--- src/rtl/dti_arb_pkg.sv ---
// Shared types and helpers for the dti round-robin merge.
package dti_arb_pkg;

  // Arbitration state: free re-arbitration or held on one input until eot.
  typedef enum logic {
    ARB    = 1'b0,
    LOCKED = 1'b1
  } arb_state_t;

  // Wrapping increment by explicit compare so non-power-of-2 counts wrap correctly.
  function automatic int rr_next(input int idx, input int n);
    return (idx >= n - 1) ? 0 : idx + 1;
  endfunction

endpackage

--- src/rtl/rr_arbiter.sv ---
// Combinational rotate-priority encoder: first requester at or after ptr wins.
module rr_arbiter #(
  parameter  int NUM_IN = 4,
  localparam int W_SEL  = $clog2(NUM_IN)
) (
  input  logic [NUM_IN-1:0] req,
  input  logic [W_SEL-1:0]  ptr,
  output logic [NUM_IN-1:0] gnt,
  output logic [W_SEL-1:0]  gnt_idx,
  output logic              gnt_vld
);

  // Walk ptr, ptr+1, ... wrapping at NUM_IN; the first set request takes the grant.
  always_comb begin
    int idx;
    gnt     = '0;
    gnt_idx = '0;
    gnt_vld = 1'b0;
    idx     = 0;
    for (int k = 0; k < NUM_IN; k++) begin
      idx = int'(ptr) + k;
      if (idx >= NUM_IN) idx = idx - NUM_IN;
      if (!gnt_vld && req[idx]) begin
        gnt_vld      = 1'b1;
        gnt[idx]     = 1'b1;
        gnt_idx      = W_SEL'(idx);
      end
    end
  end

endmodule

--- src/rtl/dti_rr_mux.sv ---
// Round-robin merge of NUM_IN dti channels into one registered, index-tagged dti output.
module dti_rr_mux
  import dti_arb_pkg::*;
#(
  parameter  int NUM_IN   = 4,
  parameter  int W_DATA   = 16,
  parameter  int LOCK_EOT = 0,
  localparam int W_SEL    = $clog2(NUM_IN)
) (
  input  logic                     clk,
  input  logic                     rst,
  input  logic [NUM_IN*W_DATA-1:0] din_data,
  input  logic [NUM_IN-1:0]        din_valid,
  output logic [NUM_IN-1:0]        din_ready,
  output logic [W_DATA+W_SEL-1:0]  dout_data,
  output logic                     dout_valid,
  input  logic                     dout_ready
);

  localparam logic [NUM_IN-1:0] ONE_HOT0 = NUM_IN'(1);

  logic [W_DATA-1:0]        ch_data [NUM_IN];
  logic [W_DATA-1:0]        sel_data;
  logic [W_SEL-1:0]         ptr_reg;
  logic [W_DATA+W_SEL-1:0]  dout_data_reg;
  logic                     dout_valid_reg;
  arb_state_t               state_reg;
  logic [W_SEL-1:0]         lk_reg;
  logic [NUM_IN-1:0]        req;
  logic [NUM_IN-1:0]        gnt;
  logic [W_SEL-1:0]         gnt_idx;
  logic                     gnt_vld;
  logic                     slot_free;
  logic                     hs;

  for (genvar gi = 0; gi < NUM_IN; gi++) begin : g_ch
    assign ch_data[gi] = din_data[gi*W_DATA +: W_DATA];
  end

  // While locked only the locked input may compete; otherwise every valid input does.
  always_comb begin
    req = din_valid;
    if (state_reg == LOCKED) req = din_valid & (ONE_HOT0 << lk_reg);
  end

  rr_arbiter #(.NUM_IN(NUM_IN)) u_arb (
    .req     (req),
    .ptr     (ptr_reg),
    .gnt     (gnt),
    .gnt_idx (gnt_idx),
    .gnt_vld (gnt_vld)
  );

  // One-hot data mux; only the granted channel's data is ever looked at.
  always_comb begin
    sel_data = '0;
    for (int i = 0; i < NUM_IN; i++) begin
      if (gnt[i]) sel_data = ch_data[i];
    end
  end

  assign slot_free = !dout_valid_reg || dout_ready;
  assign hs        = rst && slot_free && gnt_vld;
  assign din_ready = hs ? gnt : '0;

  // Output slot and priority pointer; the slot loads only on a handshake.
  always_ff @(posedge clk) begin
    if (!rst) begin
      dout_valid_reg <= 1'b0;
      dout_data_reg  <= '0;
      ptr_reg        <= '0;
    end else if (hs) begin
      dout_valid_reg <= 1'b1;
      dout_data_reg  <= {gnt_idx, sel_data};
      ptr_reg        <= W_SEL'(rr_next(int'(gnt_idx), NUM_IN));
    end else if (dout_ready) begin
      dout_valid_reg <= 1'b0;
    end
  end

  assign dout_data  = dout_data_reg;
  assign dout_valid = dout_valid_reg;

  if (LOCK_EOT != 0) begin : g_lock
    arb_state_t       state_next;
    logic [W_SEL-1:0] lk_next;
    logic             eot;

    assign eot = sel_data[W_DATA-1];

    // Lock state register.
    always_ff @(posedge clk) begin
      if (!rst) begin
        state_reg <= ARB;
        lk_reg    <= '0;
      end else begin
        state_reg <= state_next;
        lk_reg    <= lk_next;
      end
    end

    // Enter the lock on a non-eot beat, leave it on the locked input's eot beat.
    always_comb begin
      state_next = state_reg;
      lk_next    = lk_reg;
      if (hs) begin
        case (state_reg)
          ARB: begin
            if (!eot) begin
              state_next = LOCKED;
              lk_next    = gnt_idx;
            end
          end
          LOCKED: begin
            if (eot) state_next = ARB;
          end
          default: state_next = ARB;
        endcase
      end
    end
  end else begin : g_nolock
    assign state_reg = ARB;
    assign lk_reg    = '0;
  end

endmodule

--- config.mk ---
export PLATFORM = sky130hd
export DESIGN_NAME = dti_rr_mux
export DESIGN_NICKNAME = d
export VERILOG_FILES = /design/src/rtl/dti_arb_pkg.sv /design/src/rtl/rr_arbiter.sv /design/src/rtl/dti_rr_mux.sv
export SDC_FILE = /design/constraint.sdc
export NUM_CORES = 1
export LEC_CHECK = 0
export CAP_MARGIN = 40
export CORE_ASPECT_RATIO = 1.5
export CORE_MARGIN = 3
export CORE_UTILIZATION = 42
export CTS_CLUSTER_DIAMETER = 80
export CTS_CLUSTER_SIZE = 24
export DETAILED_ROUTE_END_ITERATION = 8
export PLACE_DENSITY = 0.82
export SKIP_LAST_GASP = 1
export SLEW_MARGIN = 25
export SYNTH_ARGS = -nofsm -noshare
export SYNTH_HDL_FRONTEND = slang
export SYNTH_HIERARCHICAL = 1
export SYNTH_SLANG_ARGS = --single-unit
--- constraint.sdc ---
create_clock -name clk -period 4.6 [get_ports clk]
set_input_delay 1.38 -clock clk [delete_from_list [all_inputs] [get_ports clk]]
set_output_delay 1.38 -clock clk [all_outputs]
set_load 0.005 [all_outputs]
======== Word-level counts from Yosys, hierarchy flattened ========
Index checks and enable logic that the tools add are counted.
storage, ports and cells
  output and inout bits ................... 23
  logic and storage cells ................. 86
  register bits after elaboration ......... 21
cells by class
  multiplexer cells ....................... 44
  bitwise logic cells ..................... 3
  reduce and logical (&&, ||, !) cells .... 15
  add/subtract/negate cells ............... 8
  order comparisons ....................... 13
operator list
  operator                                                                 count
  32-bit by 1-bit >= comparator with 1-bit output (second input constant)  4
  32-bit by 4-bit < comparator with 1-bit output (second input constant)   4
  32-bit 2-to-1 mux                                                        4
  32-bit by 4-bit >= comparator with 1-bit output (second input constant)  3
  32-bit by 4-bit subtractor with 32-bit output (second input constant)    3
  16-bit 2-to-1 mux                                                        4
  4-bit 2-to-1 mux                                                         5
  1-bit 2-to-1 mux                                                         18
  4-bit OR                                                                 3
  2-bit 2-to-1 mux                                                         5
  1-bit logical AND                                                        9
  1-bit binary-select mux with 2-bit select                                4
  1-bit demux with 2-bit select                                            4
  2-bit by 2-bit adder with 3-bit output (second input constant)           2
  1-bit zero test                                                          4
  2-bit by 3-bit subtractor with 4-bit output (second input constant)      1
  2-bit by 1-bit adder with 3-bit output (second input constant)           1
  2-bit by 3-bit >= comparator with 1-bit output (second input constant)   1
  2-bit by 1-bit adder with 2-bit output (second input constant)           1
  2-bit >= comparator (second input constant)                              1
  2-bit nonzero test                                                       1
  1-bit logical OR                                                         1

======== Depth between registers and ports, before layout ========
Gate-level depths: netlist of the first run.
  word-level depth ........................ 19
  mapped depth ............................ 13
  gate-level depth less buffers ........... 9

======== Modules after synthesis ========
Netlist of the first run, hierarchy kept.
modules (own cells, without submodules)
  module      cells each  instances  area each (µm²)
  dti_rr_mux  179         1          1529.0
  rr_arbiter  48          1          460.4

======== Worst setup path after synthesis of the first run ========
Ideal clock, no wire load.
  path kind ............................... input to output
  start point ............................. in din_valid[2]
  end point ............................... out din_ready[3]
  path slack .............................. 200 ps
  arrival time ............................ 3020 ps
  cell stages on the path ................. 7
  path buffers ............................ 2
  path through ............................ mux4_1 -> nor4b_4 -> a22oi_1 -> o21ai_0 -> buf_2 -> buf_2 -> and3_1
between the ends
  elaborated cells on any way between the ends .. 31
  classes of those cells .................. mux (21); bitwise (3); reduce/logical (7)
RTL lines
  item                                                 RTL line          RTL
  start: declaration                                   dti_rr_mux.sv:13  input logic [NUM_IN-1:0] din_valid,
  1-bit binary-select mux with 2-bit select            rr_arbiter.sv:23  if (!gnt_vld && req[idx]) begin
  1-bit 2-to-1 mux (not written as such) (2 in a row)  rr_arbiter.sv:23
  1-bit 2-to-1 mux                                     rr_arbiter.sv:23
  1-bit zero test                                      rr_arbiter.sv:23
  1-bit logical AND                                    rr_arbiter.sv:23
  1-bit 2-to-1 mux                                     rr_arbiter.sv:23
  1-bit zero test                                      rr_arbiter.sv:23
  1-bit logical AND                                    rr_arbiter.sv:23
  1-bit 2-to-1 mux                                     rr_arbiter.sv:23
  1-bit zero test                                      rr_arbiter.sv:23
  1-bit logical AND                                    rr_arbiter.sv:23
  4-bit 2-to-1 mux (*)                                 rr_arbiter.sv:23
  named net gnt[3]                                     dti_rr_mux.sv:30  logic [NUM_IN-1:0] gnt;
  4-bit 2-to-1 mux (*)                                 dti_rr_mux.sv:64  assign din_ready = hs ? gnt : '0;
  end: declaration                                     dti_rr_mux.sv:14  output logic [NUM_IN-1:0] din_ready,
The timed path passes the listed nets; every way through them passes the cells marked *. The select of a mux whose other input is x is not followed.

======== Worst setup path after layout of the first run ========
Same ends and word-level chain as after synthesis.

==> summary.txt, run 1 <==
SYNTHESIS
----------------------------------------------------------------------------------
Fraction of synthesized cell area taken by the top area cell type            21.1%
Number of synthesized flops with an enable pin                                   0
Distinct cell type count of the synthesized netlist                             35
Top cell type by total area after synthesis                           sky130_fd_sc_hd__dfxtp_1
Cells after Synth                                                              227
Synth warnings                                                                   6
Net count of the mapped netlist                                                307
Cell types with the highest counts after synthesis                    sky130_fd_sc_hd__dfxtp_1, sky130_fd_sc_hd__inv_1, sky130_fd_sc_hd__nand2_1, sky130_fd_sc_hd__a21oi_1, sky130_fd_sc_hd__nand3_1
Sequential cell area fraction in the yosys report                            21.1%
Dominant synthesized flop cell                                        sky130_fd_sc_hd__dfxtp_1
Async set or reset register ratio after synthesis                               0%
Area contributors post-synth                                          sky130_fd_sc_hd__dfxtp_1, sky130_fd_sc_hd__a221oi_2, sky130_fd_sc_hd__o221a_2, sky130_fd_sc_hd__nand3b_1, sky130_fd_sc_hd__ha_1
Cell area after synthesis                                             0.00199 sq mm
Mean area per synthesized cell                                          8.76 sq um
Synth Register Bits                                                             21

FINISH
----------------------------------------------------------------------------------
Area taken by multi-input logic gates                                 0.00135 sq mm
Flip-flop count of the largest register, all copies and words added             18
Fraction of final layout cells with drive strength greater than 1            24.2%
Non-filler cells, final                                                        391
Flip-flop and latch area                                                 420 sq um
Final net count                                                                408
Synthesis-to-layout area growth                                              55.0%
Antenna diode instance count                                                     0
Final-layout fill cell count                                                   383

SETUP PATH
----------------------------------------------------------------------------------
Max stage delay cell, worst path                                      sky130_fd_sc_hd__mux4_1
Peak fanout along the critical path                                              5
Element type at the critical path start                                 input port
Required time worst endpoint                                               3.22 ns
Endpoint type of the worst setup path                                   output pin
Buffers & Inverters on Critical Path                                             3
Crit path max-delay family                                            buffers and inverters
CP cell instances                                                     clkdlybuf4s15_2 -> mux4_1 -> nor4b_4 -> buf_4 -> a22oi_2 -> o21ai_4 -> and3_1 -> dlygate4sd2_1
Arrival time worst endpoint                                                3.21 ns
Delay contributed by the slowest stage of the critical path                0.56 ns
CP Class                                                                 in -> out

GLOBAL ROUTE
----------------------------------------------------------------------------------
Global-route wire length before repair                                    10800 um
Pin count of the biggest net entering global routing                            33
Gr ovfl total                                                                    0
Number of global-route vias before repair                                     2204
Initial antenna violation count                                                  0
GRT Util Overall                                                             23.5%

DRT
----------------------------------------------------------------------------------
Antenna Nets Post-Route                                                          0
Post-detailed-route wirelength per cell                                    16.9 um
DR vias                                                                       2217
Average via count per standard cell                                           5.67
Drt first-iter violations                                                      165
First-pass DRT Iterations                                                        6
Total detailed-routing wirelength                                          6620 um
DRC errors left                                                                  0

POWER AND IR DROP
----------------------------------------------------------------------------------
Combinational power share                                                    75.2%
Sequential cell fraction of total power                                      16.5%
Internal power                                                              870 uW
PwrDens                                                                505 mW/mm^2
Switching pwr                                                               687 uW
Peak VDD IR                                                             0.000310 V
Share of power burned in the clock network                                    8.3%
Leakage component of the power                                          0.00122 uW
Switching part of the total                                                  44.1%

CLOCK NETWORK
----------------------------------------------------------------------------------
Source-to-sink clock delay at the later pin of the worst-skew pair         0.27 ns
Clock-pin transition on the worst setup and hold timing paths              0.08 ns
CTS tree                                                                       yes
Clock Tree Buf Depth                                                             2
Hold buffer count at CTS                                                         0
CTS root buffer                                                       sky130_fd_sc_hd__clkbuf_8
Clock sink total                                                                21
Total clock buffers created by CTS                                               3
CTS H-Tree Depth                                                                 1

FLOORPLAN
----------------------------------------------------------------------------------
Vertical extent of the die                                                 90.3 um
I/O pin count                                                                   94
Std-Cell Core Area                                                    0.00454 sq mm
Die Footprint                                                         0.00562 sq mm
Chip Width                                                                 62.2 um
Initial core utilization                                                     43.8%
Site row count                                                                  30

PLACEMENT
----------------------------------------------------------------------------------
IO Port Bufs                                                                    93
Placer's final routability congestion estimate                               0.881
Detailed Place HPWL                                                        4820 um
# placed instances                                                             377

WORST HOLD PATH
----------------------------------------------------------------------------------
Worst min-delay path category                                           reg -> reg

TIMING
----------------------------------------------------------------------------------
Final number of hold-violating endpoints                                         0
Final Cycle Share                                                            99.8%
Unrepaired setup endpoints after global routing                                yes
Post-layout minimum cycle time                                             4.59 ns
Top achievable clock speed                                                 218 MHz
Setup Viol. Count Final                                                          0
Setup tns final                                                               0 ns
Largest clock skew in the final design                                  0.00442 ns
Worst Tran Pin Value                                                      0.479 ns
Pins Over Slew Limit                                                             0
Max-slew headroom at the worst pin                                           67.8%

OUTCOME
----------------------------------------------------------------------------------
Outcome                                                               finished clean

JOB
----------------------------------------------------------------------------------
Max-cap viol count                                                               0

==> cells by family after synthesis <==
kind of cell	after synthesis	share of synthesized area, %
simple gates	73	21.1
compound gates	72	32.9
buf+inv	45	12.5
flops	21	21.1
fa+ha+maj	9	5.66
mux	7	6.73
==> layout by cell type (no fill, tap or decap), types with 2 or more instances in the layout <==
master	n
sky130_fd_sc_hd__nor2_1	4
sky130_fd_sc_hd__mux4_2	3
sky130_fd_sc_hd__buf_6	2
sky130_fd_sc_hd__o221a_1	5
sky130_fd_sc_hd__and3_1	4
sky130_fd_sc_hd__o221a_2	11
sky130_fd_sc_hd__buf_4	25
sky130_fd_sc_hd__o21ai_0	5
sky130_fd_sc_hd__dfxtp_1	21
sky130_fd_sc_hd__clkdlybuf4s50_1	85
sky130_fd_sc_hd__a22oi_2	2
sky130_fd_sc_hd__nand3_1	19
sky130_fd_sc_hd__buf_2	4
sky130_fd_sc_hd__ha_1	9
sky130_fd_sc_hd__nand2b_1	2
sky130_fd_sc_hd__nand2_1	20
sky130_fd_sc_hd__a221oi_2	16
sky130_fd_sc_hd__o21ai_2	2
sky130_fd_sc_hd__inv_1	21
sky130_fd_sc_hd__mux2_2	2
sky130_fd_sc_hd__nand3b_1	16
sky130_fd_sc_hd__a21oi_1	19
sky130_fd_sc_hd__clkbuf_2	2
sky130_fd_sc_hd__a22oi_1	6
sky130_fd_sc_hd__clkbuf_8	3
==> area by class of cell <==
type                       instances  share of cell area [%]
multi-input combinational        161                    43.7
timing repair buffer             120                    36.0
sequential                        21                    13.6
tap                               64                    2.60
inverter                          21                    2.56
clock buffer                       4                    1.46
==> per-layer routing <==
layer	track usage (%)	wire length, um	vias up
met5	0	0	-
li1	-	-	1056
met4	9.59	175	0
met3	3.86	375	15
met1	27.6	2660	1060
met2	41.8	3410	86
==> worst reg2reg max path, delay by kind of cell, from the launching register on <==
kind                     cells  cell delay (ns)
buffers and inverters        6             0.80
flip-flops                   1             0.34
AND/OR/NAND/NOR              2             0.39
adder cells (fa/ha/maj)      1             0.38
AO/OA/AOI/OAI                4             0.71
multiplexers                 1             0.42
==> final timing paths <==
check / startpoint / end / slack, ns / cells after the start
hold / removal: dout_data[17] / dout_data[17] / 0.47 / 2
setup / recovery: din_valid[2] / din_ready[3] / 0.01 / 8
setup reg to reg: ptr_reg[0] / dout_data[11] / 1.50 / 14
hold reg to reg: dout_data[17] / dout_data[17] / 0.47 / 2
==> metrics by stage <==
stage	setup slack [ns]	hold WS [ns]	total power (uW)	instance area, sq um	utilization (%)
after floorplan	0.200	0.452	1050	1990	-
after global placement	-0.555	0.454	1340	2980	65.6
after detailed placement	-0.640	0.456	1370	2980	65.6
after CTS	-0.00352	0.468	1540	3080	67.8
after global routing	-0.0385	0.522	1670	3080	67.9
final	0.0108	0.466	1560	3080	67.9
==> power groups by stage <==
stage	registers, uW	clock network, uW	logic (uW)
after floorplan	271	0	778
after global placement	258	0	1080
after detailed placement	261	0	1110
after CTS	257	130	1150
after global routing	263	138	1270
final	257	129	1170
==> repair_timing <==
action | 4_1_cts | 5_1_grt
buffers inserted | 7 | 2
resized for setup | 25 | 7
pin swaps | 5 | 2
endpoints found under the setup margin | 4 | 4
hold endpoints to repair | 0 | 0
No activity file was read; power rests on OpenSTA's default activity.
==> run 2, diff against run 1 <==
--- a/config.mk
+++ b/config.mk
@@ -10,7 +10,7 @@
 export CORE_MARGIN = 3
 export CORE_UTILIZATION = 42
 export CTS_CLUSTER_DIAMETER = 80
-export CTS_CLUSTER_SIZE = 24
+export CTS_CLUSTER_SIZE = 12
 export DETAILED_ROUTE_END_ITERATION = 8
 export PLACE_DENSITY = 0.82
 export SKIP_LAST_GASP = 1
==> results of run 2 <==
No change in the layout: final DEF, timing and power equal those of run 1.
